[src/rtl/uart_rx_pkg.sv]
// Shared types and reset constants for the UART receive path.
package uart_rx_pkg;

  typedef enum logic [2:0] {
    IDLE   = 3'd0,
    START  = 3'd1,
    DATA   = 3'd2,
    PARITY = 3'd3,
    STOP   = 3'd4
  } rx_state_e;

  localparam logic LINE_IDLE = 1'b1;
  localparam logic FLAG_CLR  = 1'b0;

endpackage

[src/rtl/uart_rx_sync.sv]
// Two-flop synchroniser for an asynchronous level input; resets to a chosen idle value.
module uart_rx_sync #(
  parameter logic RST_VAL = 1'b1
) (
  input  logic clk,
  input  logic reset,
  input  logic d,
  output logic q
);

  logic meta;

  always_ff @(posedge clk or negedge reset) begin
    if (!reset) begin
      meta <= RST_VAL;
      q    <= RST_VAL;
    end else begin
      meta <= d;
      q    <= meta;
    end
  end

endmodule

[src/rtl/uart_rx_deserializer.sv]
// UART receiver: start-edge detect, mid-bit sampling on oversample ticks, parity and stop checks.
// state  | meaning
// IDLE   | waiting for a 1->0 line edge on a tick
// START  | counting to mid start bit, rejects glitches
// DATA   | sampling DATA_WIDTH bits, LSB first
// PARITY | sampling the parity bit
// STOP   | sampling the stop bit, then publishing the word
module uart_rx_deserializer
  import uart_rx_pkg::*;
#(
  parameter int DATA_WIDTH = 8,
  parameter int OVERSAMPLE = 16
) (
  input  logic                  UCLK,
  input  logic                  reset,
  input  logic                  rx_serial,
  input  logic                  sample_tick,
  input  logic                  parity_en,
  input  logic                  parity_odd,
  output logic [DATA_WIDTH-1:0] rx_data,
  output logic                  rx_valid,
  output logic                  parity_err,
  output logic                  frame_err,
  output logic                  rx_busy
);

  localparam int TICK_W = $clog2(OVERSAMPLE);
  localparam int BIT_W  = $clog2(DATA_WIDTH) + 1;
  localparam logic [TICK_W-1:0] TICK_MID  = TICK_W'(OVERSAMPLE / 2 - 1);
  localparam logic [TICK_W-1:0] TICK_LAST = TICK_W'(OVERSAMPLE - 1);
  localparam logic [BIT_W-1:0]  BIT_LAST  = BIT_W'(DATA_WIDTH - 1);

  rx_state_e             state, state_nxt;
  logic                  rx_s;
  logic                  prev_s;
  logic [TICK_W-1:0]     tick_cnt;
  logic [BIT_W-1:0]      bit_cnt;
  logic [DATA_WIDTH-1:0] shift_reg;
  logic                  xor_data;
  logic                  perr;
  logic                  par_en_q;
  logic                  par_odd_q;
  logic                  start_edge;
  logic                  mid_hit;
  logic                  bit_hit;

  uart_rx_sync #(.RST_VAL(LINE_IDLE)) u_sync (
    .clk   (UCLK),
    .reset (reset),
    .d     (rx_serial),
    .q     (rx_s)
  );

  assign start_edge = sample_tick && !rx_s && prev_s;
  assign mid_hit    = sample_tick && (tick_cnt == TICK_MID);
  assign bit_hit    = sample_tick && (tick_cnt == TICK_LAST);
  assign rx_busy    = (state != IDLE);

  always_ff @(posedge UCLK or negedge reset) begin
    if (!reset) state <= IDLE;
    else        state <= state_nxt;
  end

  always_comb begin
    state_nxt = state;
    case (state)
      IDLE:    if (start_edge) state_nxt = START;
      START:   if (mid_hit) state_nxt = rx_s ? IDLE : DATA;
      DATA:    if (bit_hit && (bit_cnt == BIT_LAST)) state_nxt = par_en_q ? PARITY : STOP;
      PARITY:  if (bit_hit) state_nxt = STOP;
      STOP:    if (bit_hit) state_nxt = IDLE;
      default: state_nxt = IDLE;
    endcase
  end

  always_ff @(posedge UCLK or negedge reset) begin
    if (!reset) begin
      prev_s     <= LINE_IDLE;
      tick_cnt   <= '0;
      bit_cnt    <= '0;
      shift_reg  <= '0;
      xor_data   <= 1'b0;
      perr       <= FLAG_CLR;
      par_en_q   <= 1'b0;
      par_odd_q  <= 1'b0;
      rx_data    <= '0;
      rx_valid   <= 1'b0;
      parity_err <= FLAG_CLR;
      frame_err  <= FLAG_CLR;
    end else begin
      rx_valid <= 1'b0;
      if (sample_tick) prev_s <= rx_s;
      case (state)
        IDLE: begin
          if (start_edge) begin
            tick_cnt  <= '0;
            par_en_q  <= parity_en;
            par_odd_q <= parity_odd;
          end
        end
        START: begin
          if (mid_hit) begin
            tick_cnt <= '0;
            bit_cnt  <= '0;
            xor_data <= 1'b0;
            perr     <= FLAG_CLR;
          end else if (sample_tick) begin
            tick_cnt <= tick_cnt + 1'b1;
          end
        end
        DATA: begin
          if (bit_hit) begin
            shift_reg <= {rx_s, shift_reg[DATA_WIDTH-1:1]};
            xor_data  <= xor_data ^ rx_s;
            bit_cnt   <= bit_cnt + 1'b1;
            tick_cnt  <= '0;
          end else if (sample_tick) begin
            tick_cnt <= tick_cnt + 1'b1;
          end
        end
        PARITY: begin
          if (bit_hit) begin
            perr     <= ((xor_data ^ rx_s) != par_odd_q);
            tick_cnt <= '0;
          end else if (sample_tick) begin
            tick_cnt <= tick_cnt + 1'b1;
          end
        end
        STOP: begin
          // Word and flags are published together; data is kept even on error.
          if (bit_hit) begin
            rx_data    <= shift_reg;
            parity_err <= par_en_q & perr;
            frame_err  <= ~rx_s;
            rx_valid   <= 1'b1;
            tick_cnt   <= '0;
          end else if (sample_tick) begin
            tick_cnt <= tick_cnt + 1'b1;
          end
        end
        default: tick_cnt <= '0;
      endcase
    end
  end

endmodule

[config.mk]
export PLATFORM = sky130hd
export DESIGN_NAME = uart_rx_deserializer
export DESIGN_NICKNAME = d
export VERILOG_FILES = /design/src/rtl/uart_rx_pkg.sv /design/src/rtl/uart_rx_sync.sv /design/src/rtl/uart_rx_deserializer.sv
export SDC_FILE = /design/constraint.sdc
export NUM_CORES = 1
export LEC_CHECK = 0
export BUFFER_PORTS_ARGS = -buffer_cell sky130_fd_sc_hd__buf_2
export CORE_MARGIN = 2
export CORE_UTILIZATION = 30
export DETAILED_ROUTE_END_ITERATION = 8
export GPL_TIMING_DRIVEN = 0
export PLACE_DENSITY = 0.52
export SYNTH_ARGS = -nofsm -noshare
export SYNTH_HDL_FRONTEND = slang
export SYNTH_SLANG_ARGS = --single-unit
[constraint.sdc]
create_clock -name UCLK -period 4.9 [get_ports UCLK]
set_clock_uncertainty 0.2 [all_clocks]
set_input_delay 0.245 -clock UCLK [delete_from_list [all_inputs] [get_ports UCLK]]
set_output_delay 0.245 -clock UCLK [all_outputs]
set_load 0.03 [all_outputs]
Yosys cells after proc, flatten, opt, wreduce, memory -nomap -nowiden
Index checks and enable logic that the tools add are counted.
- equality and inequality tests: 14
- reduce and logical (&&, ||, !) cells: 17
- mux-type cells: 23
- add/subtract/negate cells: 2
- bitwise gates (word level): 3
- operators with widths (kind ; number):
    2-to-1 mux 4 bit ; 6
    2-to-1 mux 3 bit ; 6
    one-hot mux 3 bit (5 select lines) ; 1
    inequality test 2 bit, second input constant ; 6
    one-hot mux 4 bit (3 select lines) ; 1
    adder 4 x 1 -> 4 bit, second input constant ; 2
    == test 4 x 3 -> 1 bit, second input constant ; 2
    one-hot mux 4 bit (2 select lines) ; 1
    == test 3 x 2 -> 1 bit, second input constant ; 2
    AND reduction 2 bit ; 3
    AND reduction 3 bit ; 2
    logical AND 1 bit ; 5
    2-to-1 mux 1 bit ; 5
    AND reduction 5 bit ; 1
    == test 4 bit, second input constant ; 1
    one-hot mux 1 bit (2 select lines) ; 2
    nonzero test 2 bit ; 2
    == test 3 x 1 -> 1 bit, second input constant ; 1
    == test 3 bit, second input constant ; 1
    zero test 3 bit ; 1
    nonzero test 3 bit ; 1
    OR reduction 3 bit ; 1
    2-to-1 mux 2 bit ; 1
    AND 1 bit ; 1
    other kinds (4) ; 4
- output and inout port bits: 12
- bits of input ports: 6
- word-level logic and storage cells: 74
- register bits after elaboration: 37

Longest topological paths before layout
- word-level depth: 5
- gate-level depth with buffers: 7
- mapped depth without buffers: 6

Modules after synthesis
Synthesis repeated with hierarchy kept, for this count alone.
- cell total of the unflattened synthesis: 142
- area total of the unflattened synthesis: 1739.2 um^2
- modules (own cells, without submodules) (module ; cells an instance ; instances ; area each (um^2)):
    uart_rx_deserializer ; 140 ; 1 ; 1686.6
    uart_rx_sync ; 2 ; 1 ; 52.6

Worst setup path before layout
OpenSTA, ideal clock, no wires.
- path kind: reg-to-reg
- start point: register state[0]
- end point: register par_en_q
- arrival: 1.545 ns
- path buffers: 2
- path slack: 3.030 ns
- cell stages (with the launch flop): 6
- clock period less this slack: 1.870 ns
- library setup time: 0.125 ns
- data required time: 4.575 ns
- cell sequence: dfrtp_1 -> buf_4 -> or3_1 -> buf_2 -> nor2_1 -> mux2_2
- word-level cells in the longest chain between the ends: 2
- RTL lines (item ; RTL line ; text):
    from (decl) ; uart_rx_deserializer.sv:33 ; rx_state_e state, state_nxt;
    from (signal assigned) ; uart_rx_deserializer.sv:61 ; else state <= state_nxt;
    zero test 3 bit ; uart_rx_deserializer.sv:93 ; case (state)
    AND reduction 2 bit (no source line) ; n/a ;
    to (signal assigned) ; uart_rx_deserializer.sv:97 ; par_en_q <= parity_en;
    to (decl) ; uart_rx_deserializer.sv:41 ; logic par_en_q;
Every way passes these cells.
A chain may end at the register's enable or synchronous reset.

Worst setup path in the final report
- start point: register tick_cnt[0]
- end point: register rx_data[2]
- word-level cells in the longest chain between the ends: 3
- RTL lines (item ; RTL line ; text):
    from (decl) ; uart_rx_deserializer.sv:36 ; logic [TICK_W-1:0] tick_cnt;
    from (signal assigned) ; uart_rx_deserializer.sv:108 ; tick_cnt <= tick_cnt + 1'b1;
    from (signal assigned) ; uart_rx_deserializer.sv:118 ; tick_cnt <= tick_cnt + 1'b1;
    from (signal assigned) ; uart_rx_deserializer.sv:126 ; tick_cnt <= tick_cnt + 1'b1;
    == test 4 bit ; uart_rx_deserializer.sv:56 ; assign bit_hit = sample_tick && (tick_cnt == TICK_LAST);
    logical AND 1 bit ; uart_rx_deserializer.sv:56 ;
    AND reduction 2 bit (no source line) ; n/a ;
    to (signal assigned) ; uart_rx_deserializer.sv:132 ; rx_data <= shift_reg;
    to (decl) ; uart_rx_deserializer.sv:20 ; output logic [DATA_WIDTH-1:0] rx_data,
Every way passes these cells.

==> results.txt <==
----------------------------------------------------
[Finish]
  Fraction of layout cells with a size suffix above 1 ... 0.277
  Layout overhead on the synthesized area ... 17.2%
  Area taken by multi-input logic gates ... 748 µm²
  Sequential Area ... 930 µm²
  Layout filler cell count ... 607
  Final #Nets ... 209
  Diode insertion count for antenna repair ... 0
  Final standard cell count with taps included and fillers excluded ... 274

[Global route]
  Overall fraction of global-route tracks in use ... 0.123
  Number of antenna violations at the first check in global routing ... 0
  Largest net degree at the start of global routing ... 38
  Wire length of the first global-routing pass ... 6.21 mm
  GRT Residual Overflow ... 0
  Vias in the first global route ... 1301

[Critical path]
  Highest fanout seen on the critical path ... 10
  Critical Path Sink ... rx_data[2]$_DFFE_PN0P_
  Critical path class ... flop to flop
  CP startpoint kind ... flop
  Internal reg-to-reg setup slack ... 2.79 ns
  Endpoint of the lowest-slack register-to-register path ... rx_data[2]$_DFFE_PN0P_
  Critical path startpoint ... tick_cnt[0]$_DFFE_PN0P_
  Type of destination of the critical path ... flop
  Worst path arrival time ... 2.08 ns
  Number of cells traversed by the worst register-to-register path ... 5
  Required @ worst endpoint ... 4.87 ns
  Startpoint of the lowest-slack register-to-register path ... tick_cnt[0]$_DFFE_PN0P_

[Synthesis]
  Sequential element share of the synthesized area ... 0.525
  Flip-flop cell with the highest count after synthesis ... sky130_fd_sc_hd__dfrtp_1
  Combined area of all synthesized cells ... 1770 µm²
  Synthesized instance count ... 173
  YS warnings ... 0
  EDFF count, synth ... 0
  Share of async-settable or async-resettable flops after synthesis ... 1.00
  Total nets after synthesis ... 181
  Syn Area/Cell ... 10.2 µm²
  Synth cell types ... 43
  Yosys reg bits ... 37

[STA]
  TNS Setup ... 0 ns
  F_max ... 474 MHz
  Slew @ Worst Pin ... 0.847 ns
  Number of hold violations in the final report ... 0
  Slew Limit Fails ... 0
  Post-layout minimum cycle time ... 2.11 ns
  Slew headroom ... 0.435
  Setup repair after global routing missed its margin ... no
  Endpoints failing setup ... 0
  Final cycle utilization of the critical path ... 0.431

[Outcome]
  Status ... completed

[Floorplan]
  Vertical extent of the die ... 80.8 µm
  Number of top-level design ports ... 18
  Core region area ... 5610 µm²
  Die area ... 6530 µm²
  Die W ... 80.8 µm
  Effective utilization at floorplan ... 0.316
  Count of standard-cell rows ... 27

[CTS]
  Buffer count from post-CTS setup fixing ... 0
  Cts bufs inserted ... 5
  Clock slew at the register clock pins of the worst setup and hold paths ... 0.08 ns
  Clock insertion delay at the later pin of the skew report ... 0.29 ns
  Max Root-Sink Buffers ... 2
  CTS HTree Levels ... 2
  Clock tree from TritonCTS ... built
  Clock root cell ... sky130_fd_sc_hd__clkbuf_8
  TritonCTS sink count ... 37

[Placed design]
  Number of buffers inserted by port buffering ... 17
  Dpl hpwl ... 2.47 mm
  Final estimated routing congestion in global placement ... 0.815
  Number of placed instances, taps included ... 262

[Route]
  Number of nets still failing antenna checks after routing ... 0
  Routed wire per std cell ... 13.1 µm
  Vias post-DR ... 1312
  Final WL ... 3.59 mm
  Number of DRC violations after detailed-routing iteration 0 ... 51
  Number of optimization iterations in the first detailed-route pass ... 4
  DRC viols ... 0
  Vias per inst ... 4.79

[Min path]
  Hold Crit Class ... flop to flop

[Pwr]
  Maximum ir drop on the vdd rail ... 205 µV
  Total power density per cell area ... 343 nW/µm²
  LEAKAGE ... 1.00 nW

[Run]
  Max-cap viol count ... 0

----------------------------------------------------
## cell families after synthesis
family                     synth area share
AOI/OAI and AO/OA                     0.114
xor gates and xnor gates             0.0198
adders and majority gates            0.0198
buffers and inverters                0.0523
DFF                                   0.525
muxes                                0.0813
and+or+nand+nor                       0.188
## report_power, final
part	leakage (nW)	switching (mW)	total (mW)	internal [mW]
sequential	0.481	0.0192	0.350	0.330
clock	0.0445	0.118	0.219	0.101
combinational	0.475	0.0779	0.143	0.0653
## placed cells by master (no fill, tap or decap), types with 2 or more instances in the layout
| cell | netlist | routed |
|---|---|---|
| sky130_fd_sc_hd__o21ai_0 | 12 | 12 |
| sky130_fd_sc_hd__mux2i_1 | 2 | 2 |
| sky130_fd_sc_hd__xnor2_1 | 4 | 4 |
| sky130_fd_sc_hd__ha_1 | 2 | 2 |
| sky130_fd_sc_hd__mux2_2 | 11 | 11 |
| sky130_fd_sc_hd__nand3_1 | 3 | 3 |
| sky130_fd_sc_hd__nor2_2 | 3 | 3 |
| sky130_fd_sc_hd__a21oi_1 | 7 | 7 |
| sky130_fd_sc_hd__nor2_1 | 6 | 6 |
| sky130_fd_sc_hd__dfrtp_1 | 34 | 34 |
| sky130_fd_sc_hd__buf_2 | 4 | 21 |
| sky130_fd_sc_hd__o22ai_1 | 2 | 2 |
| sky130_fd_sc_hd__nand2_1 | 30 | 30 |
| sky130_fd_sc_hd__inv_1 | 7 | 7 |
| sky130_fd_sc_hd__buf_4 | 2 | 2 |
| sky130_fd_sc_hd__dfstp_2 | 3 | 3 |
| sky130_fd_sc_hd__nand4_1 | 5 | 5 |
| sky130_fd_sc_hd__buf_6 | 2 | 2 |
| sky130_fd_sc_hd__nand3b_1 | 2 | 2 |
| sky130_fd_sc_hd__clkbuf_8 | 0 | 5 |
| sky130_fd_sc_hd__nor3_1 | 2 | 2 |
| sky130_fd_sc_hd__dlygate4sd3_1 | 0 | 4 |
| sky130_fd_sc_hd__o21ai_1 | 6 | 6 |
| sky130_fd_sc_hd__or3_1 | 2 | 2 |
| sky130_fd_sc_hd__a21o_1 | 2 | 2 |
## how the worst min path moves through the flow
stage                                     start                      to  slack [ns]  cells past startpoint
after floorplan                           reset  bit_cnt[0]$_DFFE_PN0P_       -0.25                      0
after global placement    u_sync.meta$_DFF_PN1_      u_sync.q$_DFF_PN1_        0.15                      0
after detailed placement  u_sync.meta$_DFF_PN1_      u_sync.q$_DFF_PN1_        0.15                      0
after CTS                 u_sync.meta$_DFF_PN1_      u_sync.q$_DFF_PN1_        0.16                      0
after global routing      u_sync.meta$_DFF_PN1_      u_sync.q$_DFF_PN1_        0.16                      0
final                     u_sync.meta$_DFF_PN1_      u_sync.q$_DFF_PN1_        0.16                      0
## Yosys cell counts, types with 2 or more instances
| cell type | n | area (µm²) |
|---|---|---|
| sky130_fd_sc_hd__dfrtp_1 | 34 | 851 |
| sky130_fd_sc_hd__nand2_1 | 30 | 113 |
| sky130_fd_sc_hd__o21ai_0 | 12 | 60.1 |
| sky130_fd_sc_hd__mux2_2 | 11 | 124 |
| sky130_fd_sc_hd__a21oi_1 | 7 | 35.0 |
| sky130_fd_sc_hd__inv_1 | 7 | 26.3 |
| sky130_fd_sc_hd__nor2_1 | 6 | 22.5 |
| sky130_fd_sc_hd__o21ai_1 | 6 | 30.0 |
| sky130_fd_sc_hd__nand4_1 | 5 | 31.3 |
| sky130_fd_sc_hd__buf_2 | 4 | 20.0 |
| sky130_fd_sc_hd__xnor2_1 | 4 | 35.0 |
| sky130_fd_sc_hd__dfstp_2 | 3 | 78.8 |
| sky130_fd_sc_hd__nand3_1 | 3 | 15.0 |
| sky130_fd_sc_hd__nor2_2 | 3 | 18.8 |
| sky130_fd_sc_hd__a21o_1 | 2 | 15.0 |
| sky130_fd_sc_hd__buf_4 | 2 | 15.0 |
| sky130_fd_sc_hd__buf_6 | 2 | 22.5 |
| sky130_fd_sc_hd__ha_1 | 2 | 25.0 |
| sky130_fd_sc_hd__mux2i_1 | 2 | 20.0 |
| sky130_fd_sc_hd__nand3b_1 | 2 | 15.0 |
| sky130_fd_sc_hd__nor3_1 | 2 | 10.0 |
| sky130_fd_sc_hd__o22ai_1 | 2 | 12.5 |
| sky130_fd_sc_hd__or3_1 | 2 | 12.5 |
## through the flow
| step | area, µm² | power (mW) | hold WS (ns) | utilization | setup slack (ns) |
|---|---|---|---|---|---|
| final | 2080 | 0.712 | 0.159 | 0.370 | 2.79 |
| after global routing | 2080 | 0.761 | 0.163 | 0.370 | 2.64 |
| after CTS | 2080 | 0.720 | 0.160 | 0.370 | 2.76 |
| after detailed placement | 1950 | 0.496 | 0.147 | 0.347 | 2.78 |
| after global placement | 1950 | 0.495 | 0.148 | 0.347 | 2.77 |
| after floorplan | 1770 | 0.462 | -0.251 | - | 3.03 |
## area by class of cell
type / count / area share
multi-input combinational: 119 / 0.360
clock buffer: 5 / 0.0332
timing repair buffer: 21 / 0.0603
inverter: 7 / 0.0127
buffer: 10 / 0.0319
clock inverter: 3 / 0.0102
tap: 72 / 0.0434
sequential: 37 / 0.448
## critical path, cell delays in order, from the launching register on
cell	delay [ns]
sky130_fd_sc_hd__dfrtp_1	0.40
sky130_fd_sc_hd__ha_1	0.24
sky130_fd_sc_hd__nand4_1	0.30
sky130_fd_sc_hd__nor2_2	0.27
sky130_fd_sc_hd__buf_4	0.24
sky130_fd_sc_hd__mux2_2	0.35
## timing repair
| item | in CTS | in global routing |
|---|---|---|
| hold endpoints to repair | 37 | 0 |
| resized for setup | 0 | 0 |
| hold buffers | 4 | 0 |
| setup endpoints to repair | 0 | 0 |
## routing by layer
metal	GRT usage	wire [µm]
met4	0.0339	34
met3	0.0356	119
met5	0	0
met1	0.172	1850
met2	0.185	1580
Power figures use the tool's default switching activity.
